--- src/rtl/rv32_mod_lsu_ctrl.sv ---
// Load/store bus sequencer: IDLE -> WAIT -> DONE, registered bus request, load lane extraction.
// Misaligned or illegal-width accesses complete with error without touching the bus.
module rv32_mod_lsu_ctrl #(
  parameter int unsigned TIMEOUT_CYCLES = 255
) (
  input  logic        clk,
  input  logic        rstn,
  input  logic        start,
  input  logic [3:0]  ram_req,
  input  logic        ram_wr,
  input  logic [31:0] addr,
  input  logic [31:0] wdata,
  output logic        bus_req,
  output logic        bus_wr,
  output logic [31:0] bus_addr,
  output logic [3:0]  bus_be,
  output logic [31:0] bus_wdata,
  input  logic        bus_ack,
  input  logic        bus_err,
  input  logic [31:0] bus_rdata,
  output logic        stall,
  output logic        done,
  output logic [31:0] rdata,
  output logic        error
);

  typedef enum logic [1:0] {S_IDLE, S_WAIT, S_DONE} state_t;

  localparam logic [1:0] W_BYTE = 2'b00;
  localparam logic [1:0] W_HALF = 2'b01;
  localparam logic [1:0] W_WORD = 2'b10;

  state_t      state, state_nxt;
  logic [31:0] cnt;
  logic [1:0]  off_q, width_q;
  logic        uns_q;
  logic        illegal, timeout_hit, exit_wait;
  logic [3:0]  be_new;
  logic [31:0] wdata_new, load_ext;
  logic [7:0]  byte_lane;
  logic [15:0] half_lane;
  logic        unused_ram_req;

  assign unused_ram_req = ram_req[3];

  assign illegal = (ram_req[1:0] == 2'b11) ||
                   (ram_req[1:0] == W_HALF && addr[0]) ||
                   (ram_req[1:0] == W_WORD && addr[1:0] != 2'b00);

  // TIMEOUT_CYCLES == 0 disables the forced completion entirely.
  assign timeout_hit = (TIMEOUT_CYCLES != 0) && (cnt == TIMEOUT_CYCLES - 1);
  assign exit_wait   = bus_ack || bus_err || timeout_hit;

  always_comb begin
    be_new    = 4'b1111;
    wdata_new = wdata;
    case (ram_req[1:0])
      W_BYTE: begin
        be_new    = 4'b0001 << addr[1:0];
        wdata_new = {4{wdata[7:0]}};
      end
      W_HALF: begin
        be_new    = addr[1] ? 4'b1100 : 4'b0011;
        wdata_new = {2{wdata[15:0]}};
      end
      default: ;
    endcase
  end

  always_comb begin
    byte_lane = bus_rdata[{off_q, 3'b000} +: 8];
    half_lane = off_q[1] ? bus_rdata[31:16] : bus_rdata[15:0];
    case (width_q)
      W_BYTE:  load_ext = {{24{byte_lane[7] & ~uns_q}}, byte_lane};
      W_HALF:  load_ext = {{16{half_lane[15] & ~uns_q}}, half_lane};
      default: load_ext = bus_rdata;
    endcase
  end

  always_ff @(posedge clk or negedge rstn) begin
    if (!rstn) state <= S_IDLE;
    else       state <= state_nxt;
  end

  always_comb begin
    state_nxt = state;
    case (state)
      S_IDLE:  if (start) state_nxt = illegal ? S_DONE : S_WAIT;
      S_WAIT:  if (exit_wait) state_nxt = S_DONE;
      S_DONE:  state_nxt = S_IDLE;
      default: state_nxt = S_IDLE;
    endcase
  end

  // stall is forced low while reset is asserted even if start is high.
  always_comb begin
    done  = (state == S_DONE);
    stall = rstn && ((state == S_IDLE && start) || state == S_WAIT);
  end

  always_ff @(posedge clk or negedge rstn) begin
    if (!rstn) begin
      bus_req   <= 1'b0;
      bus_wr    <= 1'b0;
      bus_addr  <= '0;
      bus_be    <= '0;
      bus_wdata <= '0;
      off_q     <= '0;
      width_q   <= '0;
      uns_q     <= 1'b0;
      cnt       <= '0;
      rdata     <= '0;
      error     <= 1'b0;
    end else begin
      case (state)
        S_IDLE: begin
          if (start) begin
            if (illegal) begin
              error <= 1'b1;
              rdata <= '0;
            end else begin
              bus_req   <= 1'b1;
              bus_wr    <= ram_wr;
              bus_addr  <= {addr[31:2], 2'b00};
              bus_be    <= be_new;
              bus_wdata <= wdata_new;
              off_q     <= addr[1:0];
              width_q   <= ram_req[1:0];
              uns_q     <= ram_req[2];
              cnt       <= '0;
            end
          end
        end
        S_WAIT: begin
          // err dominates ack; ack on the timeout cycle still completes normally
          if (bus_err || (timeout_hit && !bus_ack)) begin
            error <= 1'b1;
            rdata <= '0;
          end else if (bus_ack) begin
            error <= 1'b0;
            rdata <= bus_wr ? 32'h0 : load_ext;
          end
          if (exit_wait) begin
            bus_req   <= 1'b0;
            bus_wr    <= 1'b0;
            bus_addr  <= '0;
            bus_be    <= '0;
            bus_wdata <= '0;
          end else begin
            cnt <= cnt + 32'd1;
          end
        end
        S_DONE: begin
          error <= 1'b0;
          rdata <= '0;
        end
        default: ;
      endcase
    end
  end

endmodule

--- config.mk ---
export PLATFORM = sky130hd
export DESIGN_NAME = rv32_mod_lsu_ctrl
export DESIGN_NICKNAME = d
export VERILOG_FILES = /design/src/rtl/rv32_mod_lsu_ctrl.sv
export SDC_FILE = /design/constraint.sdc
export NUM_CORES = 1
export LEC_CHECK = 0
export BUFFER_PORTS_ARGS = -buffer_cell sky130_fd_sc_hd__buf_2
export CAP_MARGIN = 20
export CORE_ASPECT_RATIO = 1.75
export CORE_UTILIZATION = 25
export DETAILED_ROUTE_END_ITERATION = 12
export GPL_ROUTABILITY_DRIVEN = 0
export SYNTH_ARGS = -nofsm -noshare
export SYNTH_HDL_FRONTEND = slang
export SYNTH_SLANG_ARGS = --single-unit
export TNS_END_PERCENT = 10
--- constraint.sdc ---
create_clock -name clk -period 2.2 [get_ports clk]
set_input_delay 0.22 -clock clk [delete_from_list [all_inputs] [get_ports clk]]
set_output_delay 0.22 -clock clk [all_outputs]
set_load 0.02 [all_outputs]
=== Yosys cells after proc, flatten, opt, wreduce, memory -nomap -nowiden ===
Cells that the tools add are included.

* Register bits after elaboration: 142
* Output and inout port bits: 105

* $add $sub $neg: 1
* Eq/ne operators: 13
* Shift operators: 2
* Multiplexer cells: 42
* Bitwise gates (word level): 4
* Reductions and logical operators: 23

{| class="wikitable"
|+ Operator list
! kind !! count
|-
| $mux 32 || 13
|-
| $pmux 32 s2 || 5
|-
| $pmux 32 s3 || 1
|-
| $add 32x1->32 const B || 1
|-
| $eq 32x8->1 const B || 1
|-
| $shiftx 32x6->8 || 1
|-
| $mux 16 || 1
|-
| $mux 4 || 4
|-
| $pmux 4 s2 || 2
|-
| $reduce_and 4->1 || 3
|-
| $ne 2x2->1 const B || 5
|-
| $mux 1 || 9
|-
| $eq 2x1->1 const B || 3
|-
| $eq 2x2->1 const B || 3
|-
| $logic_not 2->1 || 3
|-
| $logic_or 1x1->1 || 6
|-
| $mux 2 || 3
|-
| $logic_and 1x1->1 || 5
|-
| $pmux 1 s2 || 2
|-
| $pmux 2 s2 || 1
|-
| $reduce_bool 2->1 || 2
|-
| $shl 1x2->4 const A || 1
|-
| $ne 3x2->1 const B || 1
|-
| $pmux 1 s3 || 1
|-
| other kinds (6) || 8
|}

=== Longest topological paths before layout ===
Gate-level depths: netlist of run 1.

* Depth after elaboration: 7
* Depth in mapped cells: 9

=== Worst setup path after synthesis of run 1 ===
Ideal clock, no wire load.

* Path kind: register to register
* Start point: register cnt[0]
* End point: register bus_addr[25]
* Setup time: 121 ps
* Arrival time: 2144 ps
* Setup slack: -65 ps
* Cell stages (with the launch flop): 10
* Period minus slack after synthesis: 2265 ps
* Cells stage by stage: dfrtp_1 inv_1 ha_1 nor4b_1 nand4_1 o31ai_4 nand2_1 buf_2 buf_4 a22o_1

* Longest elaborated chain between the ends: 4

{| class="wikitable"
|+ Ends and longest elaborated chain
! what !! line !! text
|-
| from (decl) || 34 || <nowiki>logic [31:0] cnt;</nowiki>
|-
| from (signal assigned) || 150 || <nowiki>cnt <= cnt + 32'd1;</nowiki>
|-
| $eq 32x8->1 || 51 || <nowiki>assign timeout_hit = (TIMEOUT_CYCLES != 0) && (cnt == TIMEOUT_CYCLES - 1);</nowiki>
|-
| $logic_or 1x1->1 || 52 || <nowiki>assign exit_wait = bus_ack || bus_err || timeout_hit;</nowiki>
|-
| $ne 2x2->1 (no line) || - ||
|-
| $reduce_and 4->1 (no line) || - ||
|-
| to (signal assigned) || 124 || <nowiki>bus_addr <= {addr[31:2], 2'b00};</nowiki>
|-
| to (decl) || 15 || <nowiki>output logic [31:0] bus_addr,</nowiki>
|}

No other way between the ends.
A chain may end at the register's enable or synchronous reset.

=== Worst setup path in the final report of run 1 ===
* Start point: register cnt[0]
* End point: register bus_wdata[26]

* Longest elaborated chain between the ends: 4

{| class="wikitable"
|+ Ends and longest elaborated chain
! what !! line !! text
|-
| $eq 32x8->1 || 51 ||
|-
| $logic_or 1x1->1 || 52 ||
|-
| $ne 2x2->1 (no line) || - ||
|-
| $reduce_and 4->1 (no line) || - ||
|-
| to (signal assigned) || 126 || <nowiki>bus_wdata <= wdata_new;</nowiki>
|-
| to (decl) || 17 || <nowiki>output logic [31:0] bus_wdata,</nowiki>
|}

No other way between the ends.

==> results.py, run 1 <==
metrics = {
    "worst_setup_path": {
        "critPathMaxFanout": 67,
        "cp_data_arrival_time_ns": 2.44,
        "r2r-start": "cnt[0]",
        "cp-startpoint": "cnt[0]",
        "setup.worst_path.class": "flop to flop",
        "critPathRequiredTime_ns": 2.53,
        "worst_setup_path_start_kind": "flop",
        "timing.critical_path.to_type": "flop",
    },
    "logic_synthesis": {
        "postSynth.asyncResetShare_pct": 100.0,
        "postSynthAreaPerCell_um2": 10.78,
        "synth-edff-count": 0,
        "syn_inst": 615,
        "yosysMostFrequentCell": "sky130_fd_sc_hd__dfrtp_1",
        "mappedNetlistArea_um2": 6633,
        "post_synth_num_cell_types": 51,
        "share_of_synthesized_area_occupied_by_flip_flops_and_latches_pct": 52.82,
        "synthTopCellsByCount": "sky130_fd_sc_hd__dfrtp_1 (140), sky130_fd_sc_hd__nor2_1 (46), sky130_fd_sc_hd__nand2_1 (39)",
        "synth.yosys.warnings": 0,
        "yosys_top_cell_area_share_pct": 52.82,
        "postSynthRegisterBits": 140,
        "synthDominantAreaCellType": "sky130_fd_sc_hd__dfrtp_1",
        "synth.area.top_cells": "sky130_fd_sc_hd__dfrtp_1 (53%), sky130_fd_sc_hd__a22o_1 (4.1%), sky130_fd_sc_hd__o2bb2ai_1 (4.0%), sky130_fd_sc_hd__mux2i_1 (3.9%), sky130_fd_sc_hd__nor2_1 (2.6%)",
        "synth_flop_cell": "sky130_fd_sc_hd__dfrtp_1",
    },
    "drt": {
        "num_vias": 5883,
        "detailedRoute.firstPassIterationCount": 11,
        "vias_per_cell": 4.850,
        "route.final.wire_length_um": 20600,
        "detail_route.drc_violations": 12,
        "drt-initial-drc-count": 279,
        "postRouteAntennaNets": 0,
        "wire_per_inst_um": 16.98,
    },
    "clocking": {
        "clk_latency_ns": 0.44,
        "h-tree-depth": 4,
        "cts-root-buf": "sky130_fd_sc_hd__clkbuf_16",
        "clock_path_buffers": 2,
        "postCtsSetupBuffers": 0,
        "tritoncts": "yes",
        "clkSinkCount": 140,
        "clk_pin_slew_ns": 0.06,
        "cts-buffers-inserted": 17,
    },
    "timing": {
        "achievable-frequency_ghz": 0.4732,
        "finClkSkew_ns": 0.009894,
        "slew-limit-headroom_pct": 23.57,
        "setup_tns_ns": 0,
        "report.final.slew_viol_count": 0,
        "rsz0062_at_grt": "true",
        "hold-worst-slack_ns": 0.02997,
        "layout_setup_ws_ns": 0.08655,
        "final.period_utilization_pct": 96.07,
        "setup_violations": 0,
        "tightest_slew_ns": 1.144,
        "hold_viol_final": 0,
        "finalCriticalPeriod_ns": 2.113,
    },
    "job": {
        "drv.max_cap_violation_count": 0,
    },
    "grt": {
        "grt_antenna_before_repair": 1,
        "globalRouteTotalUtil_pct": 15.60,
        "global_route.overflow_total": 0,
        "grt_start_max_net_pins": 141,
        "grt_first_pass_wirelength_um": 32330,
        "grt_pass1_vias": 6027,
    },
    "status": {
        "outcome": "finished, violations left",
        "violations_in_the_final_reports": "DRC",
    },
    "pwr": {
        "total_power_mw": 8.863,
        "p_comb_share_pct": 29.8,
        "max-vdd-ir-drop_uv": 491.1,
        "power_density_nw_per_um2": 959.9,
        "share_clk_of_total_power_pct": 32.8,
        "power.static_leakage_nw": 4.554,
        "switching_share_pct": 34.75,
        "cellInternalPower_mw": 5.783,
        "seqPwrFrac_pct": 37.4,
        "netSwitchingPower_mw": 3.080,
    },
    "min_path": {
        "hp-start": "bus_rdata[17]",
        "kind_of_path_behind_the_tightest_hold_check": "input port to flop",
    },
    "finish": {
        "final_layout_size_suffix_gt1_share_pct": 36.39,
        "final_core_util_pct": 35.57,
        "synth_to_layout_area_growth_pct": 39.22,
        "layout.cell_area.non_filler_um2": 9234,
        "finish.net_count": 988,
        "post_layout_nonfiller_instances": 1213,
        "n_antenna_cell": 0,
    },
    "floorplanning": {
        "design.die.area_um2": 27210,
        "initial_core_util_pct": 25.55,
        "die_height_um": 217.5,
        "core-area_um2": 25960,
        "die_w_um": 125.1,
        "rows": 78,
        "pin_count": 211,
    },
    "place": {
        "post_dp_cell_area_um2": 8328,
        "dp.final_hpwl_um": 14920,
        "port_buffers": 207,
        "dp_worst_setup_slack_ns": -0.01239,
        "numPlacedInstances": 1152,
    },
}
[critical path, cell delays in order (launching register included)]
cell and delay, ns:
sky130_fd_sc_hd__dfrtp_1 0.37, sky130_fd_sc_hd__inv_1 0.06, sky130_fd_sc_hd__ha_1 0.16, sky130_fd_sc_hd__nor4b_4 0.19, sky130_fd_sc_hd__nand4_1 0.22, sky130_fd_sc_hd__o31ai_4 0.34
sky130_fd_sc_hd__nand2_2 0.12, sky130_fd_sc_hd__buf_12 0.22, sky130_fd_sc_hd__mux2_2 0.31
[cell type report]
type                       instances  area [um^2]
timing repair buffer             286         1758
clock buffer                      17        425.4
tap                              320        400.4
sequential                       140         3503
multi-input combinational        410         2889
clock inverter                    15        163.9
fill                            2641        16730
inverter                          25        93.84
[repair_timing]
action / CTS / global route
hold endpoints to repair: 168 / 0
pin swaps: 0 / 2
endpoints found under the setup margin: 27 / 66
gates resized for setup: 1 / 5
hold buffers: 29 / 0
[cells by family (layout without fill, tap and decap cells)]
logic type | Yosys count | in the layout | share of synthesized area [%]
adder cells (fa/ha/maj) | 2 | 2 | 0.3772
XOR/XNOR | 19 | 19 | 2.509
buffers and inverters | 66 | 343 | 4.188
AO/OA/AOI/OAI | 174 | 174 | 20.24
multiplexers | 38 | 38 | 6.131
AND/OR/NAND/NOR | 175 | 175 | 13.68
other | 1 | 2 | 0.05654
flip-flops | 140 | 140 | 52.82
[power groups by stage]
stage	clock [mW]	sequential [mW]	combinational (mW)
after floorplan	0	3.87	1.03
after global placement	0	3.34	2.60
after detailed placement	0	3.35	2.62
after CTS	3.01	3.31	2.67
after global routing	3.11	3.37	2.86
final	2.91	3.31	2.64
[cells in the final DEF, fill, tap and decap left out, types with 3 or more instances in the layout]
cell and n:
sky130_fd_sc_hd__a21bo_2 8, sky130_fd_sc_hd__a21oi_1 23, sky130_fd_sc_hd__a221o_1 17, sky130_fd_sc_hd__a221oi_1 7, sky130_fd_sc_hd__a222oi_1 7, sky130_fd_sc_hd__a22o_1 31
sky130_fd_sc_hd__and3_1 5, sky130_fd_sc_hd__and4_1 4, sky130_fd_sc_hd__buf_12 4, sky130_fd_sc_hd__buf_2 206, sky130_fd_sc_hd__buf_4 46, sky130_fd_sc_hd__clkbuf_16 17
sky130_fd_sc_hd__clkinv_2 3, sky130_fd_sc_hd__clkinv_4 5, sky130_fd_sc_hd__dfrtp_1 140, sky130_fd_sc_hd__dlygate4sd3_1 29, sky130_fd_sc_hd__inv_1 25, sky130_fd_sc_hd__inv_6 3
sky130_fd_sc_hd__mux2_2 11, sky130_fd_sc_hd__mux2i_1 26, sky130_fd_sc_hd__nand2_1 38, sky130_fd_sc_hd__nand2b_1 4, sky130_fd_sc_hd__nand3_1 24, sky130_fd_sc_hd__nand4_1 9
sky130_fd_sc_hd__nor2_1 45, sky130_fd_sc_hd__nor2b_1 4, sky130_fd_sc_hd__nor3_1 5, sky130_fd_sc_hd__nor3_2 5, sky130_fd_sc_hd__nor4_1 8, sky130_fd_sc_hd__o21ai_0 33
sky130_fd_sc_hd__o2bb2ai_1 30, sky130_fd_sc_hd__o31ai_1 4, sky130_fd_sc_hd__or3_1 9, sky130_fd_sc_hd__or4_1 5, sky130_fd_sc_hd__xnor2_1 7, sky130_fd_sc_hd__xor2_1 12
[registers in the layout (all words and copies together), names as in the netlist]
signal     flops
bus_addr      30
uns_q          1
bus_be         4
error          1
width_q        2
rdata         32
state          2
bus_req        1
off_q          2
cnt           32
bus_wr         1
bus_wdata     32
[final timing paths]
path / cells past startpoint / to / slack, ns
worst max-delay path: 8 / bus_wdata[26] / 0.09
worst min-delay path: 2 / rdata[17] / 0.03
worst max register to register: 8 / bus_wdata[26] / 0.09
worst min register to register: 1 / bus_req / 0.48
max in group asynchronous: 3 / bus_addr[14] / 1.13
min in group asynchronous: 3 / state[0] / 0.51
[per-layer routing]
| layer | vias to the layer above | GRT usage, % | routed length [um] |
|---|---|---|---|
| li1 | 2828 | - | - |
| met1 | 2877 | 16.85 | 8063 |
| met2 | 144 | 28.72 | 11170 |
| met3 | 32 | 3.656 | 867 |
| met4 | 2 | 6.951 | 481 |
| met5 | - | 0 | 13 |
(Power assumes the default switching activity.)
==> inputs of run 2 (changes only) <==
--- a/config.mk
+++ b/config.mk
@@ -11,6 +11,7 @@
 export CORE_UTILIZATION = 25
 export DETAILED_ROUTE_END_ITERATION = 12
 export GPL_ROUTABILITY_DRIVEN = 0
+export SETUP_SLACK_MARGIN = 0.15
 export SYNTH_ARGS = -nofsm -noshare
 export SYNTH_HDL_FRONTEND = slang
 export SYNTH_SLANG_ARGS = --single-unit
==> results.py, run 2 (same netlist as run 1, synthesis figures left out) <==
metrics = {
    "finish": {
        "most-common-layout-cells": "sky130_fd_sc_hd__buf_2 (206), sky130_fd_sc_hd__dfrtp_1 (140), sky130_fd_sc_hd__buf_4 (49)",
        "area.sequential_um2": 3503,
        "multi_input_area_um2": 2948,
        "final_layout_size_suffix_gt1_share_pct": 37.60,
        "synth_to_layout_area_growth_pct": 41.80,
        "biggestRegsByFlops": "bus_wdata (32), cnt (32), rdata (32)",
        "fillCellCount": 2606,
        "layout.cell_area.non_filler_um2": 9405,
        "final_common_cell": "sky130_fd_sc_hd__buf_2",
        "finish.net_count": 995,
    },
    "worst_setup_path": {
        "reg2reg_setup_slack_ns": 0.02,
        "r2r_cells": 11,
        "timing.critical_path.mode_cell": "sky130_fd_sc_hd__buf_12",
        "timing.critical_path.to_type": "flop",
        "critPathRequiredTime_ns": 2.51,
        "cp_data_arrival_time_ns": 2.49,
        "critPathMaxStageDelay_ns": 0.38,
        "critPathMaxFanout": 8,
        "worst_setup_path_start_kind": "flop",
        "critical_path.cell_chain": "inv_1 > ha_1 > nor4b_4 > nand4_1 > buf_4 > o31ai_4 > buf_6 > nand2_8 > buf_12 > buf_12 > mux2_2",
        "timing.critical_path.slowest_stage_cell": "sky130_fd_sc_hd__dfrtp_1",
        "setup.worst_path.class": "flop to flop",
        "r2r-start": "cnt[0]",
        "crit-reg2reg-capture": "bus_wdata[29]",
    },
    "pwr": {
        "power.static_leakage_nw": 4.665,
        "total_power_mw": 8.854,
        "max-vdd-ir-drop_uv": 559.6,
        "power_density_nw_per_um2": 941.4,
    },
    "place": {
        "dp.final_hpwl_um": 14830,
        "post_dp_cell_area_um2": 8343,
        "port_buffers": 207,
        "dp_worst_setup_slack_ns": -0.01918,
    },
    "grt": {
        "global_route.overflow_total": 0,
        "globalRouteTotalUtil_pct": 15.64,
        "grt_start_max_net_pins": 141,
        "grt_first_pass_wirelength_um": 32590,
        "grt_antenna_before_repair": 3,
        "grt_pass1_vias": 5996,
    },
    "min_path": {
        "min_to": "bus_addr[17]",
        "kind_of_path_behind_the_tightest_hold_check": "input port to flop",
        "hp-start": "addr[17]",
        "hold-path-cell-count": 2,
    },
    "timing": {
        "tightest_slew_ns": 0.8440,
        "report.final.slew_viol_count": 0,
        "finClkSkew_ns": 0.009993,
        "final.period_utilization_pct": 99.00,
        "setup_violations": 0,
        "achievable-frequency_ghz": 0.4592,
        "finalCriticalPeriod_ns": 2.178,
        "rsz0062_at_grt": "true",
        "layout_setup_ws_ns": 0.02210,
        "setup_tns_ns": 0,
        "slew-limit-headroom_pct": 43.74,
        "hold_viol_final": 0,
        "hold-worst-slack_ns": 0.02478,
    },
    "clocking": {
        "clkSinkCount": 140,
        "clk_latency_ns": 0.43,
        "clock_path_buffers": 2,
        "cts-root-buf": "sky130_fd_sc_hd__clkbuf_16",
        "clk_pin_slew_ns": 0.06,
        "h-tree-depth": 4,
        "cts-buffers-inserted": 17,
        "tritoncts": "yes",
    },
    "floorplanning": {
        "die_w_um": 125.1,
        "die_height_um": 217.5,
        "rows": 78,
        "pin_count": 211,
        "core-area_um2": 25960,
        "initial_core_util_pct": 25.55,
        "design.die.area_um2": 27210,
    },
    "job": {
        "drv.max_cap_violation_count": 0,
    },
    "drt": {
        "vias_per_cell": 4.884,
        "num_vias": 5963,
        "postRouteAntennaNets": 0,
        "detailedRoute.firstPassIterationCount": 8,
        "route.final.wire_length_um": 21340,
        "detail_route.drc_violations": 20,
        "wire_per_inst_um": 17.48,
        "drt-initial-drc-count": 292,
    },
    "status": {
        "outcome": "finished, violations left",
        "violations_in_the_final_reports": "DRC",
    },
}
==> run 2: cell count changes in the layout (fill, tap and decap cells not counted), sizes merged <==
cell         delta
diode           +2
bufinv          -1
buf            +12
clkinv          -2
clkbuf          +8
inv             -4
dlygate4sd3     -7
==> run 2: power by group <==
group	switching, mW	internal [mW]
clock network	1.10	1.62
logic	1.65	1.17
registers	0.268	3.04
total	3.02	5.83
==> run 2: layout make-up <==
| class | count | share of cell area, % |
|---|---|---|
| flip-flops and latches | 140 | 37.25 |
| multi-input cells | 410 | 31.34 |
| repair buffers | 293 | 20.30 |
| clock buffers | 23 | 5.082 |
| well taps | 320 | 4.257 |
| inverters | 25 | 0.9977 |
| clock inverters | 8 | 0.7184 |
| diodes | 2 | 0.05321 |
==> run 2: worst max-delay path by stage <==
stage	start	endpoint	slack, ns	cells after the start
3_5_place_dp	cnt[0]	bus_wdata[29]	-0.02	8
6_report	cnt[0]	bus_wdata[29]	0.02	11
5_1_grt	cnt[0]	bus_wdata[29]	-0.04	11
3_3_place_gp	cnt[0]	bus_wdata[30]	0.02	8
4_1_cts	cnt[0]	bus_wdata[24]	-0.02	9
2_1_floorplan	cnt[0]	rdata[29]	0.12	8
==> run 2: through the flow <==
step                util (%)  std cells
floorplan                  -        616
global placement       32.14       1151
detailed placement     32.14       1151
CTS                    35.58       1210
global route           36.23       1221
finish                 36.23       1221
==> run 2: timing repair <==
action | CTS | global route
hold endpoints to repair | 161 | 0
pin swaps | 3 | 11
gates resized for setup | 10 | 10
endpoints found under the setup margin | 101 | 117
gates cloned | 2 | 1
hold buffers | 22 | 0
setup buffers | 4 | 6
==> run 2: critical path, delay by kind of cell, from the launching register on <==
family,cells,cell delay (ns)
mux,1,0.27
flops,1,0.38
fa+ha+maj,1,0.15
buf+inv,5,0.68
simple gates,3,0.38
compound gates,1,0.20
==> run 2: per-layer routing <==
| metal | track usage [%] | wire [um] | up-vias |
|---|---|---|---|
| li1 | - | - | 2841 |
| met1 | 17.56 | 8536 | 2954 |
| met2 | 28.73 | 11500 | 138 |
| met3 | 3.288 | 761 | 28 |
| met4 | 5.976 | 525 | 2 |
| met5 | 0 | 13 | - |
